[config.mk]
export PLATFORM = sky130hd
export DESIGN_NAME = multicycle_control_fsm
export DESIGN_NICKNAME = d
export VERILOG_FILES = /design/src/rtl/multicycle_control_fsm.sv
export SDC_FILE = /design/constraint.sdc
export NUM_CORES = 1
export LEC_CHECK = 0
export BUFFER_PORTS_ARGS = -buffer_cell sky130_fd_sc_hd__buf_2
export CAP_MARGIN = 30
export CORE_AREA = 3 3 73 75
export DETAILED_ROUTE_END_ITERATION = 12
export DIE_AREA = 0 0 76 78
export GPL_TIMING_DRIVEN = 0
export PLACE_DENSITY = 0.65
export SYNTH_ARGS = -nofsm -noshare
export SYNTH_HDL_FRONTEND = slang
export SYNTH_SLANG_ARGS = --single-unit
[constraint.sdc]
create_clock -name CLK -period 6.1 [get_ports CLK]
set_input_delay 1.22 -clock CLK [delete_from_list [all_inputs] [get_ports CLK]]
set_output_delay 1.22 -clock CLK [all_outputs]
set_load 0.02 [all_outputs]
[src/rtl/multicycle_control_fsm.sv]
// Multi-cycle MIPS control sequencer.
// Moves each instruction through fetch, decode, execute, memory and writeback.
// Drives the shared ALU, register file, IR/PC and the unified memory port.
// Memory accesses use a REQ/READY handshake. A wait-state timeout moves the
// sequencer into a sticky fault state, which only reset can clear.
module multicycle_control_fsm #(
  parameter int WAIT_LIMIT = 15,  // 1..255 wait cycles before a memory timeout
  parameter int CNT_W      = 16   // retired-instruction counter width
) (
  input  logic             CLK,
  input  logic             RST_N,
  input  logic [5:0]       OPCODE,
  input  logic [5:0]       FUNCT,
  input  logic             ZERO,
  input  logic             MEM_READY,
  output logic             MEM_REQ,
  output logic             MEM_WE,
  output logic             IORD,
  output logic             IR_WRITE,
  output logic             PC_WRITE,
  output logic             PC_SRC,
  output logic             TARGET_WRITE,
  output logic             REG_DST,
  output logic             REG_WRITE,
  output logic             MEM2REG,
  output logic             EX_TOP,
  output logic             ALU_SRC_A,
  output logic [1:0]       ALU_SRC_B,
  output logic [3:0]       ALU_OP,
  output logic             FAULT,
  output logic [1:0]       FAULT_CODE,
  output logic [CNT_W-1:0] INSTR_COUNT
);

  typedef enum logic [3:0] {
    S_IDLE, S_FETCH, S_DECODE, S_EXEC_R, S_EXEC_I, S_ADDR, S_MEM_RD,
    S_MEM_WR, S_WB_R, S_WB_I, S_WB_MEM, S_BRANCH, S_FAULT
  } state_t;

  localparam logic [5:0] OP_RTYPE = 6'b000000;
  localparam logic [5:0] OP_ADDI  = 6'b001000;
  localparam logic [5:0] OP_LW    = 6'b100011;
  localparam logic [5:0] OP_SW    = 6'b101011;
  localparam logic [5:0] OP_BEQ   = 6'b000100;

  localparam logic [3:0] ALU_AND = 4'b0000;
  localparam logic [3:0] ALU_OR  = 4'b0001;
  localparam logic [3:0] ALU_ADD = 4'b0010;
  localparam logic [3:0] ALU_SUB = 4'b0110;
  localparam logic [3:0] ALU_SLT = 4'b0111;

  localparam logic [1:0] CODE_ILLEGAL = 2'b01;
  localparam logic [1:0] CODE_TIMEOUT = 2'b10;

  // Value of the wait counter in the last cycle allowed without MEM_READY.
  localparam logic [7:0] WAIT_LAST = 8'(WAIT_LIMIT - 1);

  state_t     state, next_state;
  logic [7:0] wait_cnt;
  logic [1:0] fault_code;
  logic [1:0] fault_next;
  logic       retire;
  logic       mem_state;
  logic       timeout;
  logic       r_legal;
  logic [3:0] r_alu_op;

  // Decode FUNCT into an R-type ALU operation and flag any unsupported code.
  always_comb begin
    // NOTE: every signal assigned here gets a default first, so no path can leave it unassigned and infer a latch.
    r_legal  = 1'b1;
    r_alu_op = ALU_AND;
    case (FUNCT)
      6'b100000: r_alu_op = ALU_ADD;
      6'b100010: r_alu_op = ALU_SUB;
      6'b100100: r_alu_op = ALU_AND;
      6'b100101: r_alu_op = ALU_OR;
      6'b101010: r_alu_op = ALU_SLT;
      default:   r_legal  = 1'b0;
    endcase
  end

  // A memory state is timing out when the final permitted wait cycle passes without READY.
  always_comb begin
    mem_state = (state == S_FETCH) || (state == S_MEM_RD) || (state == S_MEM_WR);
    timeout   = mem_state && !MEM_READY && (wait_cnt == WAIT_LAST);
  end

  // Choose the next state, the fault cause to record and the retire strobe.
  always_comb begin
    next_state = state;
    fault_next = 2'b00;
    retire     = 1'b0;
    case (state)
      S_IDLE:   next_state = S_FETCH;
      S_FETCH: begin
        if (MEM_READY)    next_state = S_DECODE;
        else if (timeout) begin
          next_state = S_FAULT;
          fault_next = CODE_TIMEOUT;
        end
      end
      S_DECODE: begin
        if (OPCODE == OP_RTYPE && r_legal) next_state = S_EXEC_R;
        else if (OPCODE == OP_ADDI)        next_state = S_EXEC_I;
        else if (OPCODE == OP_LW || OPCODE == OP_SW) next_state = S_ADDR;
        else if (OPCODE == OP_BEQ)         next_state = S_BRANCH;
        else begin
          next_state = S_FAULT;
          fault_next = CODE_ILLEGAL;
        end
      end
      S_EXEC_R: next_state = S_WB_R;
      S_EXEC_I: next_state = S_WB_I;
      S_ADDR:   next_state = (OPCODE == OP_SW) ? S_MEM_WR : S_MEM_RD;
      S_MEM_RD: begin
        if (MEM_READY)    next_state = S_WB_MEM;
        else if (timeout) begin
          next_state = S_FAULT;
          fault_next = CODE_TIMEOUT;
        end
      end
      S_MEM_WR: begin
        if (MEM_READY) begin
          next_state = S_FETCH;
          retire     = 1'b1;
        end else if (timeout) begin
          next_state = S_FAULT;
          fault_next = CODE_TIMEOUT;
        end
      end
      S_WB_R, S_WB_I, S_WB_MEM, S_BRANCH: begin
        next_state = S_FETCH;
        retire     = 1'b1;
      end
      S_FAULT:  next_state = S_FAULT;
      default:  next_state = S_IDLE;
    endcase
  end

  // State, wait counter, fault cause and retired-instruction counter.
  always_ff @(posedge CLK or negedge RST_N) begin
    if (!RST_N) begin
      state       <= S_IDLE;
      wait_cnt    <= 8'd0;
      fault_code  <= 2'b00;
      INSTR_COUNT <= '0;
    end else begin
      // NOTE: sequential state uses non-blocking assignments so every register samples pre-edge values.
      state <= next_state;
      if (next_state != state)        wait_cnt <= 8'd0;
      else if (mem_state && !MEM_READY) wait_cnt <= wait_cnt + 8'd1;
      if (next_state == S_FAULT && state != S_FAULT) fault_code <= fault_next;
      if (retire) INSTR_COUNT <= INSTR_COUNT + CNT_W'(1);
    end
  end

  // Datapath controls decoded from state, with MEM_READY/ZERO qualifiers where needed.
  always_comb begin
    MEM_REQ      = 1'b0;
    MEM_WE       = 1'b0;
    IORD         = 1'b0;
    IR_WRITE     = 1'b0;
    PC_WRITE     = 1'b0;
    PC_SRC       = 1'b0;
    TARGET_WRITE = 1'b0;
    REG_DST      = 1'b0;
    REG_WRITE    = 1'b0;
    MEM2REG      = 1'b0;
    EX_TOP       = 1'b0;
    ALU_SRC_A    = 1'b0;
    ALU_SRC_B    = 2'b00;
    ALU_OP       = 4'b0000;
    FAULT        = 1'b0;
    FAULT_CODE   = fault_code;
    case (state)
      S_FETCH: begin
        MEM_REQ   = 1'b1;
        ALU_SRC_B = 2'b01;
        ALU_OP    = ALU_ADD;
        IR_WRITE  = MEM_READY;
        PC_WRITE  = MEM_READY;
      end
      S_DECODE: begin
        ALU_SRC_B    = 2'b11;
        ALU_OP       = ALU_ADD;
        EX_TOP       = 1'b1;
        TARGET_WRITE = 1'b1;
      end
      S_EXEC_R: begin
        ALU_SRC_A = 1'b1;
        ALU_OP    = r_alu_op;
      end
      S_EXEC_I, S_ADDR: begin
        ALU_SRC_A = 1'b1;
        ALU_SRC_B = 2'b10;
        EX_TOP    = 1'b1;
        ALU_OP    = ALU_ADD;
      end
      S_MEM_RD: begin
        MEM_REQ = 1'b1;
        IORD    = 1'b1;
      end
      S_MEM_WR: begin
        MEM_REQ = 1'b1;
        MEM_WE  = 1'b1;
        IORD    = 1'b1;
      end
      S_WB_R: begin
        REG_WRITE = 1'b1;
        REG_DST   = 1'b1;
        MEM2REG   = 1'b1;
      end
      S_WB_I: begin
        REG_WRITE = 1'b1;
        MEM2REG   = 1'b1;
      end
      S_WB_MEM: REG_WRITE = 1'b1;
      S_BRANCH: begin
        ALU_SRC_A = 1'b1;
        ALU_OP    = ALU_SUB;
        PC_WRITE  = ZERO;
        PC_SRC    = 1'b1;
      end
      S_FAULT:  FAULT = 1'b1;
      default: ;
    endcase
  end

endmodule

# After elaboration in Yosys (flattened, before gate mapping)
# Cells that the tools add are included.
# classes
add_sub_neg	2
eq_ne	25
n_mux	38
n_reduce_logical	22
# ops
operator	count
6-bit == test, second input constant	7
4-bit case mux with 9 select lines	1
4-bit two-way mux	7
4-bit == test, second input constant	6
1-bit two-way mux	19
16-bit by 1-bit adder with 16-bit output, second input constant	1
4-bit by 3-bit == test with 1-bit output, second input constant	4
8-bit two-way mux	2
3-bit case mux with 4 select lines	1
4-bit case mux with 3 select lines	1
4-bit OR reduction	3
5-bit OR reduction	2
3-bit OR reduction	3
8-bit by 1-bit adder with 8-bit output, second input constant	1
4-bit by 2-bit == test with 1-bit output, second input constant	2
8-bit by 4-bit == test with 1-bit output, second input constant	1
6-bit by 3-bit == test with 1-bit output, second input constant	1
6-bit by 4-bit == test with 1-bit output, second input constant	1
6-bit zero test	1
2-bit case mux with 3 select lines	1
2-bit OR reduction	3
4-bit by 1-bit == test with 1-bit output, second input constant	1
1-bit logical AND	4
4-bit zero test	1
9 further kinds	13
# word_totals
ff_bits	30
input_bits	16
out_inout_bits	37

# Logic depth before layout (Yosys ltp)
# logic_depth
ltp_word	10
ltp_mapped	8
ltp_nobuf	8

# Worst setup path before layout
# No wires, ideal clock.
# synth_path
path_type	input port to output port
from	in FUNCT[5]
to	out ALU_OP[1]
arrival_ps	2162
required_ps	4880
path_slack_ps	2718
path_stages	4
path_buffers	0
cell_sequence	nor2b_1 nand3_1 a31o_2 a21oi_1
# synth_via
elab_chain_cells	3
elab_cells_between_ends	6
classes_between	4 x eq/ne; 2 x mux
# synth_rtl
item	line_no	text
start: declaration	13	input logic [5:0] FUNCT,
6-bit == test	73	case (FUNCT)
3-bit case mux with 4 select lines (*)	73	
4-bit case mux with 3 select lines (*)	176	case (state)
end: declaration	29	output logic [3:0] ALU_OP,
# Every way passes the cells marked *; elsewhere a longest branch is shown, timed or not.

# Worst setup path in the final report
# layout_path
from	in FUNCT[4]
to	out ALU_OP[1]
# Same word-level chain as after synthesis.

==> results.cfg <==
[yosys]
yosysSeqAreaShare_pct = 39.9
commonest_cells_post_synth = 30 x dfrtp_1, 21 x nor2_1, 15 x nand2_1
ys.warnings.count = 0
syn-mean-instance-area_um2 = 9.32
yosys.cell_types.count = 53
synth.most_common_cell = dfrtp_1
ys_top_cells_by_area = dfrtp_1 40%, xnor2_1 5.6%, xor2_1 5.1%
yosysTopAreaCell = dfrtp_1
post_synth_inst_count = 202
yosysTopAreaCellShare_pct = 39.9
synth_async_sr_flop_share_pct = 100
synth-edff-count = 0
synthesized_flop_and_latch_total = 30
ys.flop_type = dfrtp_1
synth_area_um2 = 1880
synth_fp_nets = 221

[global_route]
initial_antenna_violation_count = 0
met1_usage_pct = 21.6
number_of_global_route_vias_before_repair = 1631
grt.met2_usage_pct = 25.2
busiest_layer = met2
largest_net_degree_at_the_start_of_global_routing = 31
grt.total_usage_pct = 16.1
grtUsageMet3_pct = 3.94
grt_remaining_overflow = 0
first_pass_grt_wire_length_um = 7850

[sta]
maxSlewViolCount = 0
layout_worst_path_cycle_share_pct = 57.2
timing.final.crit_period_ns = 3.49
fin_ws_ns = 2.61
worst_clock_skew_ns = 0.00709
fmaxAchievable_mhz = 286
timing.hold.ws_ns = 0.464
rsz0062_at_grt = no
timing_hold_violations_final = 0
max_slew.worst_pin.slew_ns = 0.685
setup_violations = 0
fin_setup_tns_ns = 0
maxSlewHeadroom_pct = 53.7

[place]
routabilityCongestion = 0.822
io_buffers = 50
detailedPlace.worstSlack_ns = 2.61
dp.final_hpwl_um = 3250

[die]
fp.dieArea_um2 = 5930
floorplan.initialDensity_pct = 39.8
die_x_um = 76
top_level_ports = 53
std_cell_rows = 25
die_height_um = 78
std_cell_core_area_um2 = 4720

[clock_network]
ctsHtreeMaxLevel = 2
clockBufferDepth = 2
cts.reportedPaths.clkPinSlew_ns = 0.06
clk_latency_ns = 0.28
numCtsBuffers = 5
tritoncts = built
hold_buffers = 0
number_of_buffers_inserted_by_post_cts_setup_repair = 0
post_cts_resize_count = 0
number_of_sinks_handled_by_clock_tree_synthesis = 30
clk_root_buffer_cell = clkbuf_8

[routing]
drt-wirelength-per-cell_um = 13.5
post_drt_via_cell_ratio = 5.26
antenna_left = 0
detail_route.first_pass.iterations = 4
drc_violations = 0
drt_iter0_markers = 109
detail_route.wirelength_um = 4400
num_vias = 1719

[pwr]
p_leak_uw = 0.00110
vdd_drop_max_mv = 0.263
cellPowerDensity_nw_per_um2 = 390
p_total_uw = 900

[critical_path]
setup.reg_to_reg.worst_slack_ns = 3.54
r2r.worst_path.cells = 8
crit_end = ALU_OP[1]
critical_path.startpoint_type = input pin
startpoint = FUNCT[4]
crit_required_ns = 4.88
arrival_ns = 2.27
critPathMaxFanout = 5
worst_flop_to_flop_path_endpoint = wait_cnt[1]
timing.setup.critical_path_class = input pin to output port
endpoint_class_of_the_critical_path = output port
r2r-start = wait_cnt[0]

[job]
drv_cap = 0

[outcome]
outcome = finished clean

[cells_and_area]
post_route_cells_drive_above_1_share_pct = 28.8
synthToLayoutAreaGrowth_pct = 22.6
num-nets-final = 278
final_util_pct = 48.8
num_antenna_cells = 0

[hold_path]
hp-class = register to register
[state kept, by name, indices dropped and copies added (netlist names)]
signal       flops
FAULT_CODE       2
wait_cnt         8
state            4
INSTR_COUNT     16
[cell usage in the layout, fill, tap and decap left out, types with 6 or more instances in the layout]
master and count:
xor2_1 11, nor2_1 21, nand3_1 7, buf_2 53
nand2_1 15, and3_1 6, nor3_1 11, xnor2_1 12
dfrtp_1 30, a21oi_1 7, nand2b_1 6, nand4_1 8
clkbuf_8 6
[cells by family after synthesis]
kind of cell	synth area share, %
xor+xnor	11.6
fa+ha+maj	1.99
compound gates	14.3
flops	39.9
buf+inv	3.19
other cells	0.199
mux	1.13
simple gates	27.7
[power breakdown]
group | internal (µW) | switching [µW]
clock network | 90.8 | 71.6
logic | 167 | 306
registers | 229 | 35.9
total | 487 | 413
[worst min path at each step]
stage	start	to	slack, ns	depth (start not counted)
CTS	INSTR_COUNT[15]	INSTR_COUNT[15]	0.47	1
global placement	INSTR_COUNT[15]	INSTR_COUNT[15]	0.46	1
floorplan	wait_cnt[7]	wait_cnt[7]	0.55	2
global route	INSTR_COUNT[15]	INSTR_COUNT[15]	0.50	1
detailed placement	INSTR_COUNT[15]	INSTR_COUNT[15]	0.46	1
finish	INSTR_COUNT[15]	INSTR_COUNT[15]	0.46	1
[critical path, stage by stage]
cell and delay [ns]:
buf_2 0.09, nor2b_1 0.26, nand3_1 0.13, a31o_2 0.26, a21oi_1 0.13, buf_2 0.18
[area by class of cell]
| class | count | area (µm²) |
|---|---|---|
| Multi-Input combinational cell | 158 | 1070 |
| Tap cell | 67 | 83.8 |
| Clock inverter | 1 | 5.00 |
| Clock buffer | 7 | 86.3 |
| Timing Repair Buffer | 50 | 250 |
| Inverter | 4 | 15.0 |
| Buffer | 10 | 45.0 |
| Fill cell | 463 | 2420 |
| Sequential cell | 30 | 751 |
[layer usage]
metal | vias to the layer above | routed length, µm
met3 | 6 | 294
met2 | 66 | 1960
met1 | 807 | 2100
met5 | - | 0
li1 | 840 | -
met4 | 0 | 46
[per-stage QoR]
step | instance area [µm²] | std cells
global placement | 2220 | 319
floorplan | 1880 | 202
detailed placement | 2220 | 319
CTS | 2310 | 327
finish | 2310 | 327
global route | 2310 | 327
(Power assumes the default switching activity.)
